**config.mk**
```make
export PLATFORM = sky130hd
export DESIGN_NAME = aes_round_ctrl
export DESIGN_NICKNAME = d
export VERILOG_FILES = /design/src/rtl/aes_ctrl_pkg.sv /design/src/rtl/aes_ctrl_watchdog.sv /design/src/rtl/aes_round_ctrl.sv
export SDC_FILE = /design/constraint.sdc
export NUM_CORES = 1
export LEC_CHECK = 0
export ABC_CLOCK_PERIOD_IN_PS = 2000
export CELL_PAD_IN_SITES_DETAIL_PLACEMENT = 0
export CELL_PAD_IN_SITES_GLOBAL_PLACEMENT = 1
export CORE_AREA = 3 3 310 312
export CTS_CLUSTER_SIZE = 25
export DETAILED_ROUTE_END_ITERATION = 7
export DIE_AREA = 0 0 313 315
export DONT_BUFFER_PORTS = 1
export PLACE_DENSITY = 0.46
export SETUP_SLACK_MARGIN = 0.05
export SYNTH_ARGS = -nofsm -noshare
export SYNTH_HDL_FRONTEND = slang
export SYNTH_SLANG_ARGS = --single-unit
```
**constraint.sdc**
```tcl
create_clock -name clk -period 2 [get_ports clk]
set_input_delay 0.4 -clock clk [delete_from_list [all_inputs] [get_ports clk]]
set_output_delay 0.4 -clock clk [all_outputs]
set_load 0.02 [all_outputs]
```
**src/rtl/aes_ctrl_pkg.sv**
```systemverilog
// Shared types and constants for the AES-128 round sequencer.
package aes_ctrl_pkg;

  localparam int AES128_NR = 10;
  localparam int BLK_W     = 128;

  typedef enum logic [2:0] {
    IDLE,
    K0,
    FETCH,
    KLAT,
    RUN,
    DONE
  } ctrl_state_e;

endpackage

```
**src/rtl/aes_ctrl_watchdog.sv**
```systemverilog
// RUN-phase watchdog: counts enabled cycles and flags the TIMEOUT-th one.
module aes_ctrl_watchdog #(
  parameter int TIMEOUT = 64
) (
  input  logic clk,
  input  logic rst,
  input  logic clear,
  input  logic count,
  output logic timeout
);

  localparam int CW = (TIMEOUT > 1) ? $clog2(TIMEOUT) : 1;
  localparam logic [CW-1:0] LAST = CW'(TIMEOUT - 1);

  logic [CW-1:0] cnt;

  // Saturates on the last count so a held timeout never wraps back to zero.
  always_ff @(posedge clk) begin
    if (rst || clear) begin
      cnt <= '0;
    end else if (count && (cnt != LAST)) begin
      cnt <= cnt + 1'b1;
    end
  end

  assign timeout = count && (cnt == LAST);

endmodule

```
**src/rtl/aes_round_ctrl.sv**
```systemverilog
// Iterative AES-128 encryption sequencer driving an external pipelined round datapath.
// Optional RUN watchdog with sticky err: define AES_ROUND_CTRL_WATCHDOG_EN.
module aes_round_ctrl
  import aes_ctrl_pkg::*;
#(
  parameter int NR      = AES128_NR,
  parameter int RND_LAT = 3,
  parameter int KEY_AW  = 4,
  parameter int TIMEOUT = 64
) (
  input  logic              clk,
  input  logic              rst,
  input  logic              in_valid,
  output logic              in_ready,
  input  logic [BLK_W-1:0]  in_data,
  output logic              out_valid,
  input  logic              out_ready,
  output logic [BLK_W-1:0]  out_data,
  output logic              key_rd_en,
  output logic [KEY_AW-1:0] key_addr,
  input  logic [BLK_W-1:0]  key_rd_data,
  output logic              rnd_en,
  output logic              rnd_final,
  output logic [BLK_W-1:0]  rnd_datain,
  output logic [BLK_W-1:0]  rnd_keyin,
  input  logic [BLK_W-1:0]  rnd_dataout,
  input  logic              rnd_valid,
  output logic              busy,
  output logic [3:0]        round_cnt,
  output logic              err
);

  localparam int LW = (RND_LAT > 0) ? $clog2(RND_LAT + 1) : 1;
  localparam logic [LW-1:0] LAT_MAX = LW'(RND_LAT);
  localparam logic [3:0]    NR_4    = 4'(NR);

  ctrl_state_e      state;
  logic [BLK_W-1:0] in_reg;
  logic [BLK_W-1:0] st;
  logic [BLK_W-1:0] key_reg;
  logic [LW-1:0]    lat_cnt;
  logic             accept;
  logic             rnd_take;
  logic             wd_timeout;

  assign accept   = in_valid & in_ready;
  // Results arriving before the pipeline has been refilled belong to an older round.
  assign rnd_take = (state == RUN) && rnd_valid && (lat_cnt == LAT_MAX);

  // The read for key 0 is issued in the accept cycle so K0 can combine it right away.
  assign key_rd_en  = accept | (state == FETCH);
  assign key_addr   = KEY_AW'(round_cnt);
  assign rnd_datain = st;
  assign rnd_keyin  = key_reg;
  assign out_data   = st;

`ifdef AES_ROUND_CTRL_WATCHDOG_EN
  logic err_q;

  aes_ctrl_watchdog #(
    .TIMEOUT(TIMEOUT)
  ) u_watchdog (
    .clk    (clk),
    .rst    (rst),
    .clear  (state == KLAT),
    .count  (state == RUN),
    .timeout(wd_timeout)
  );

  always_ff @(posedge clk) begin
    if (rst) begin
      err_q <= 1'b0;
    end else if (wd_timeout && !rnd_take) begin
      err_q <= 1'b1;
    end
  end

  assign err = err_q;
`else
  assign wd_timeout = 1'b0;
  assign err        = 1'b0;
`endif

  // NOTE: non-blocking assignments throughout, so every register samples pre-edge
  // values and statement order inside the case never changes behaviour.
  always_ff @(posedge clk) begin
    if (rst) begin
      // NOTE: data registers are cleared too, so an aborted block leaves no trace on out_data.
      state     <= IDLE;
      in_reg    <= '0;
      st        <= '0;
      key_reg   <= '0;
      lat_cnt   <= '0;
      round_cnt <= '0;
      in_ready  <= 1'b0;
      out_valid <= 1'b0;
      rnd_en    <= 1'b0;
      rnd_final <= 1'b0;
      busy      <= 1'b0;
    end else begin
      case (state)
        IDLE: begin
          if (accept) begin
            in_reg    <= in_data;
            round_cnt <= '0;
            in_ready  <= 1'b0;
            busy      <= 1'b1;
            state     <= K0;
          end else begin
            in_ready  <= 1'b1;
          end
        end

        K0: begin
          st        <= in_reg ^ key_rd_data;
          round_cnt <= 4'd1;
          state     <= FETCH;
        end

        FETCH: begin
          state <= KLAT;
        end

        KLAT: begin
          key_reg   <= key_rd_data;
          lat_cnt   <= '0;
          rnd_en    <= 1'b1;
          rnd_final <= (round_cnt == NR_4);
          state     <= RUN;
        end

        RUN: begin
          if (lat_cnt != LAT_MAX) begin
            lat_cnt <= lat_cnt + 1'b1;
          end
          if (rnd_take) begin
            st        <= rnd_dataout;
            rnd_en    <= 1'b0;
            rnd_final <= 1'b0;
            if (round_cnt == NR_4) begin
              out_valid <= 1'b1;
              state     <= DONE;
            end else begin
              round_cnt <= round_cnt + 4'd1;
              state     <= FETCH;
            end
          end else if (wd_timeout) begin
            // Stuck datapath: drop the block and make the controller available again.
            rnd_en    <= 1'b0;
            rnd_final <= 1'b0;
            busy      <= 1'b0;
            in_ready  <= 1'b1;
            round_cnt <= '0;
            state     <= IDLE;
          end
        end

        DONE: begin
          if (out_ready) begin
            out_valid <= 1'b0;
            busy      <= 1'b0;
            in_ready  <= 1'b1;
            round_cnt <= '0;
            state     <= IDLE;
          end
        end

        default: begin
          state <= IDLE;
        end
      endcase
    end
  end

endmodule

```
==> impl_metrics.csv, run 1 <==
group,metric,value,unit
critical_path,r2r_slack,0.15,ns
critical_path,crit_start,"state[2]",
drt,wl,77.8,mm
critical_path,start_kind,"register",
synthesis,netlist-cell-type-count,47,
layout,syn_to_final_growth,30.5,%
synthesis,synthesis.nets,2576,
hold_path,holdPathStages,1,
timing,post-route-min-period,1.85,ns
pwr,switchingPower,0.00588,W
cts,numClockSinks,398,
pwr,power,0.0211,W
synthesis,yosysSeqAreaShare,0.466,
drt,drc,0,
global_routing,grt_pass1_vias,15100,
cts,cts-htree-levels,2,
layout,regArea,7970,sq um
critical_path,worstPathCellList,"nor3_1 -> buf_4 -> nand3_4 -> buf_12 -> a21oi_1 -> dlygate4sd3_1",
pwr,pwr-share-clk,0.450,
global_routing,groute.usage.overall,0.147,
global_routing,grt_pass1_wl,107,mm
critical_path,worstPathRequired,2.55,ns
layout,drive_gt1_frac,0.0746,
critical_path,path_delay_family,"buffers and inverters",
hold_path,holdPathEnd,"out_data[117]",
outcome,failed_checks,"hold timing",
synthesis,yosysWarningCount,0,
synthesis,syn_avg_cell_area,7.84,sq um
cts,cts-root-buf,"clkbuf_16",
timing,clock-skew-final,0.0221,ns
layout,nets,2672,
drt,final_antenna_net_count,0,
global_routing,grt-ovfl-total,0,
critical_path,r2r_start,"state[2]",
timing,setup_tns,0,ns
critical_path,critPathKind,"register to register",
drt,drt_iter0_markers,758,
cts,clkSlewWorstSetupHoldPaths,0.06,ns
synthesis,synthSimpleGateAreaFrac,0.182,
pwr,ir_drop,0.568,mV
floorplan,io_pins,788,
synthesis,synth-xor-area-share,0.0660,
placed_design,gp_congestion,0.893,
pwr,p_comb_frac,0.114,
pwr,leakage,7.55,nW
drt,firstDrtPassIters,7,
pwr,p_per_area,946,nW/um^2
critical_path,worst_r2r_path_depth,6,
cts,insertion_delay,0.61,ns
synthesis,ys.flop_type,"dfxtp_1",
cts,cts_tree,"built",
floorplan,die_w,313,um
synthesis,synthArstFlopShare,0,
critical_path,crit_buf_inv,3,
global_routing,grt_max_degree,398,
timing,post-route-period-util,0.925,
global_routing,grt_antenna_before_repair,14,
synthesis,synth.area.mux_share,0,
timing,hold_ws,-0.114,ns
layout,multi_input_area,7420,sq um
timing,worst_pin_slew,1.17,ns
layout,final_common_cell,"nand2_1",
timing,setup_violations,0,
floorplan,die_y,315,um
synthesis,synth_top_family_by_area,"simple AND/OR/NAND/NOR gates",
timing,relSlewSlack,0.217,
timing,rsz0062_at_grt,"true",
floorplan,rows,112,
critical_path,crit_slowest_cell,"dlygate4sd3_1",
critical_path,max_stage_delay,0.55,ns
synthesis,synth_cells,2184,
hold_path,hp-class,"input pin to register",
cts,cts_max_path_buffers,3,
layout,fillers,10400,
floorplan,die_area,98600,sq um
pwr,pwr-share-seq,0.436,
synthesis,synth_compound_area_frac,0.180,
layout,most-common-layout-cells,"nand2_1 (774), dfxtp_1 (395), a21oi_1 (394)",
synthesis,ys_seq_elements,398,
cts,cts_made_buffers,51,
drt,routedWlPerCell,21.7,um
synthesis,synth-edff-count,0,
synthesis,synth_area,17100,sq um
hold_path,worstHoldStart,"rst",
timing,final-hold-violation-count,36,
critical_path,r2r_end,"busy",
pwr,p_int,0.0152,W
timing,slew_viol_final,0,
placed_design,port_buffers,0,
pwr,power.share.switching,0.278,
synthesis,synth-adder-area-share,0.00219,
critical_path,cp.arrival,2.40,ns
run,max_cap_violations,0,
critical_path,cp-end-kind,"register",
drt,vias,15300,
floorplan,start_util,0.183,
placed_design,dp_hpwl,55.4,mm
timing,clock.fmax,0.541,GHz
floorplan,core_area,93300,sq um
outcome,outcome,"complete, but fails checks",
critical_path,crit_path_max_fanout,24,
drt,viasPerCell,4.27,
## worst max path at each step
stage	cells after the start	slack, ns	to
detailed placement	7	0.13	out_data[94]
CTS	3	0.05	key_rd_en
finish	6	0.15	busy
global placement	6	0.17	out_data[94]
floorplan	6	0.13	key_addr[0]
global route	6	0.03	busy
## what timing repair did
action                                 CTS  global route
pin swaps                                0             3
hold buffers                           224            35
resized for setup                        3             5
endpoints found under the hold margin  398           152
cloned                                   0             2
setup buffers                            0             7
setup endpoints to repair                1            82
## cell usage after synthesis, drive strengths merged, types with 3 or more instances
library cell | count | share of area
nand2 | 775 | 0.17
dfxtp | 398 | 0.47
a21oi | 395 | 0.12
buf | 215 | 0.084
o211ai | 130 | 0.057
xnor2 | 129 | 0.066
clkbuf | 82 | 0.018
inv | 7 | 0.0015
nand3 | 6 | 0.0018
o21ai | 5 | 0.0015
nor2 | 4 | 0.00088
ha | 3 | 0.0022
## worst register-to-register path: stages, from the launching register on
cell and delay [ns]:
dfxtp_2 0.38, nor3_1 0.27, buf_4 0.19, nand3_4 0.10, buf_12 0.17, a21oi_1 0.13, dlygate4sd3_1 0.55
## per-layer routing
layer,wire length (um),share of wire,GRT usage
met1,29200,0.38,0.157
met2,39000,0.50,0.263
met3,7290,0.094,0.0570
met4,2290,0.029,0.0492
met5,20,0.00026,0
## cell type report
type / count / share of cell area
antenna: 8 / 0.000896
clock buffer: 81 / 0.0690
clock inverter: 12 / 0.00751
inverter: 7 / 0.00118
multi-input combinational: 1482 / 0.332
sequential: 398 / 0.357
tap: 1254 / 0.0703
timing repair buffer: 340 / 0.162
## per-stage QoR
step	util	hold slack [ns]	setup WS (ns)	area, sq um	std cells
after global routing	0.239	-0.180	0.0337	22300	3576
after detailed placement	0.192	0.453	0.132	17900	3213
after global placement	0.192	0.443	0.169	17900	3213
after CTS	0.234	-0.193	0.0534	21900	3530
after floorplan	-	0.449	0.132	17100	2184
final	0.239	-0.114	0.150	22300	3582
## cells by family (layout without fill, tap and decap cells)
family	Yosys count	in the layout
compound gates	542	542
xor+xnor	129	129
fa+ha+maj	3	3
buf+inv	304	440
flops	398	398
other cells	1	9
simple gates	807	807
## power by group through the flow
stage	sequential, W	clock, W	combinational [W]
final	0.00921	0.00951	0.00240
after global routing	0.00926	0.0102	0.00266
after CTS	0.00922	0.00990	0.00231
after detailed placement	0.00939	0	0.00190
after global placement	0.00939	0	0.00188
after floorplan	0.00898	0	0.00184
Note: power is estimated with default switching activity, not from simulation.
==> run 2, diff against run 1 <==
--- a/config.mk
+++ b/config.mk
@@ -14,7 +14,9 @@
 export DIE_AREA = 0 0 313 315
 export DONT_BUFFER_PORTS = 1
 export PLACE_DENSITY = 0.46
-export SETUP_SLACK_MARGIN = 0.05
+export SETUP_SLACK_MARGIN = 0.3
+export SKIP_CTS_REPAIR_TIMING = 1
+export SLEW_MARGIN = 10
 export SYNTH_ARGS = -nofsm -noshare
 export SYNTH_HDL_FRONTEND = slang
 export SYNTH_SLANG_ARGS = --single-unit
==> run 2 against run 1 <==
  * The flow still finishes with violations (hold timing)
  * Utilization increased by 0.41 points
  * Via count up 0.92%
  * Design area grew 1.7%
  * Total power down 0.61%
  * Non-clock buffer count grew 9
  * Clock skew down 0.0065 ns
  * Hold slack improved by 0.026 ns
==> impl_metrics.csv, run 2 (synthesis results as in run 1) <==
group,metric,value,unit
floorplan,start_util,0.183,
critical_path,max_stage_delay,0.47,ns
critical_path,r2r_end,"key_addr[2]",
critical_path,worstPathCellList,"inv_1 -> ha_1 -> and3b_1 -> a22o_1 -> a2111oi_1 -> o32ai_1",
placed_design,port_buffers,0,
layout,final_common_cell,"nand2_1",
hold_path,hp-class,"input pin to register",
hold_path,worstHoldStart,"rst",
floorplan,die_w,313,um
layout,nets,2679,
hold_path,holdPathEnd,"in_reg[123]",
timing,clock.fmax,0.562,GHz
cts,numClockSinks,398,
drt,drt_iter0_markers,783,
cts,cts_tree,"built",
critical_path,crit_slowest_cell,"a2111oi_1",
timing,slew_viol_final,0,
cts,cts-htree-levels,2,
drt,wl,79.0,mm
drt,firstDrtPassIters,5,
timing,post-route-period-util,0.889,
drt,viasPerCell,4.31,
layout,most-common-layout-cells,"nand2_1 (773), a21oi_1 (394), dfxtp_1 (354)",
cts,cts_made_buffers,49,
placed_design,post-place-ws,0.120,ns
drt,final_antenna_net_count,0,
global_routing,grt_pass1_wl,97.1,mm
global_routing,grt_antenna_before_repair,4,
hold_path,holdPathStages,1,
timing,post-route-min-period,1.78,ns
pwr,power,0.0210,W
critical_path,cp-end-kind,"register",
drt,vias,15400,
global_routing,grt-ovfl-total,0,
critical_path,crit_path_max_fanout,5,
floorplan,die_area,98600,sq um
cts,clkSlewWorstSetupHoldPaths,0.06,ns
floorplan,rows,112,
drt,drc,0,
critical_path,path_delay_family,"compound AO/OA/AOI/OAI gates",
timing,clock-skew-final,0.0155,ns
cts,cts_max_path_buffers,3,
timing,final-hold-violation-count,48,
critical_path,start_kind,"register",
critical_path,critPathKind,"register to register",
floorplan,die_y,315,um
pwr,p_per_area,924,nW/um^2
run,max_cap_violations,0,
floorplan,core_area,93300,sq um
timing,hold_ws,-0.0879,ns
outcome,failed_checks,"hold timing",
drt,routedWlPerCell,22.1,um
global_routing,grt_max_degree,398,
critical_path,worstPathRequired,2.47,ns
timing,setup_tns,0,ns
timing,worst_pin_slew,0.767,ns
critical_path,r2r_slack,0.22,ns
timing,setup_violations,0,
placed_design,dp_hpwl,49.9,mm
critical_path,crit_buf_inv,1,
layout,drive_gt1_frac,0.106,
floorplan,io_pins,788,
timing,relSlewSlack,0.489,
pwr,ir_drop,0.505,mV
critical_path,cp.arrival,2.25,ns
timing,rsz0062_at_grt,"true",
global_routing,grt_pass1_vias,13800,
outcome,outcome,"complete, but fails checks",
critical_path,worst_r2r_path_depth,6,
cts,insertion_delay,0.59,ns
pwr,leakage,7.73,nW
global_routing,groute.usage.overall,0.131,
timing,fin_ws,0.221,ns
layout,syn_to_final_growth,32.7,%
cts,cts-root-buf,"clkbuf_16",
critical_path,r2r_start,"key_addr[0]",
placed_design,gp_congestion,0.864,
==> run 2: worst max path at each step <==
| stage | to | depth (start not counted) | start | slack (ns) |
|---|---|---|---|---|
| after floorplan | key_addr[0] | 7 | lat_cnt[0] | 0.33 |
| after detailed placement | out_data[33] | 5 | state[1] | 0.12 |
| after global routing | key_addr[2] | 6 | key_addr[0] | 0.09 |
| after global placement | out_data[33] | 5 | state[1] | 0.14 |
| final | key_addr[2] | 6 | key_addr[0] | 0.22 |
| after CTS | key_rd_en | 3 | state[1] | -0.13 |
==> run 2: layout make-up <==
class                           instances  area (sq um)
Tap cell                             1254          1570
Fill cell                           10300         70600
Inverter                                7          26.3
Multi-Input combinational cell       1482          7460
Clock buffer                           68          1390
Clock inverter                         19           251
Timing Repair Buffer                  349          3980
Antenna cell                            2          5.00
Sequential cell                       398          8030
==> run 2: report_power, final <==
group	leakage (nW)	switching [W]	internal (W)
combinational	3.66	0.00124	0.00123
sequential	3.25	0.000908	0.00833
clock	0.813	0.00370	0.00559
==> run 2: routing by layer <==
metal,global-route usage,up-vias,wire (um)
met5,0,-,29
met2,0.232,753,39900
met4,0.0493,4,3110
met3,0.0530,159,6790
li1,-,7286,-
met1,0.138,7235,29200
==> run 2: stage by stage <==
| stage | hold WS, ns | utilization | area, sq um | std cells |
|---|---|---|---|---|
| 6_report | -0.0879 | 0.243 | 22700 | 3579 |
| 5_1_grt | -0.146 | 0.243 | 22700 | 3577 |
| 4_1_cts | -0.172 | 0.208 | 19400 | 3294 |
| 3_5_place_dp | 0.454 | 0.190 | 17700 | 3207 |
| 3_3_place_gp | 0.456 | 0.190 | 17700 | 3207 |
| 2_1_floorplan | 0.449 | - | 17100 | 2184 |
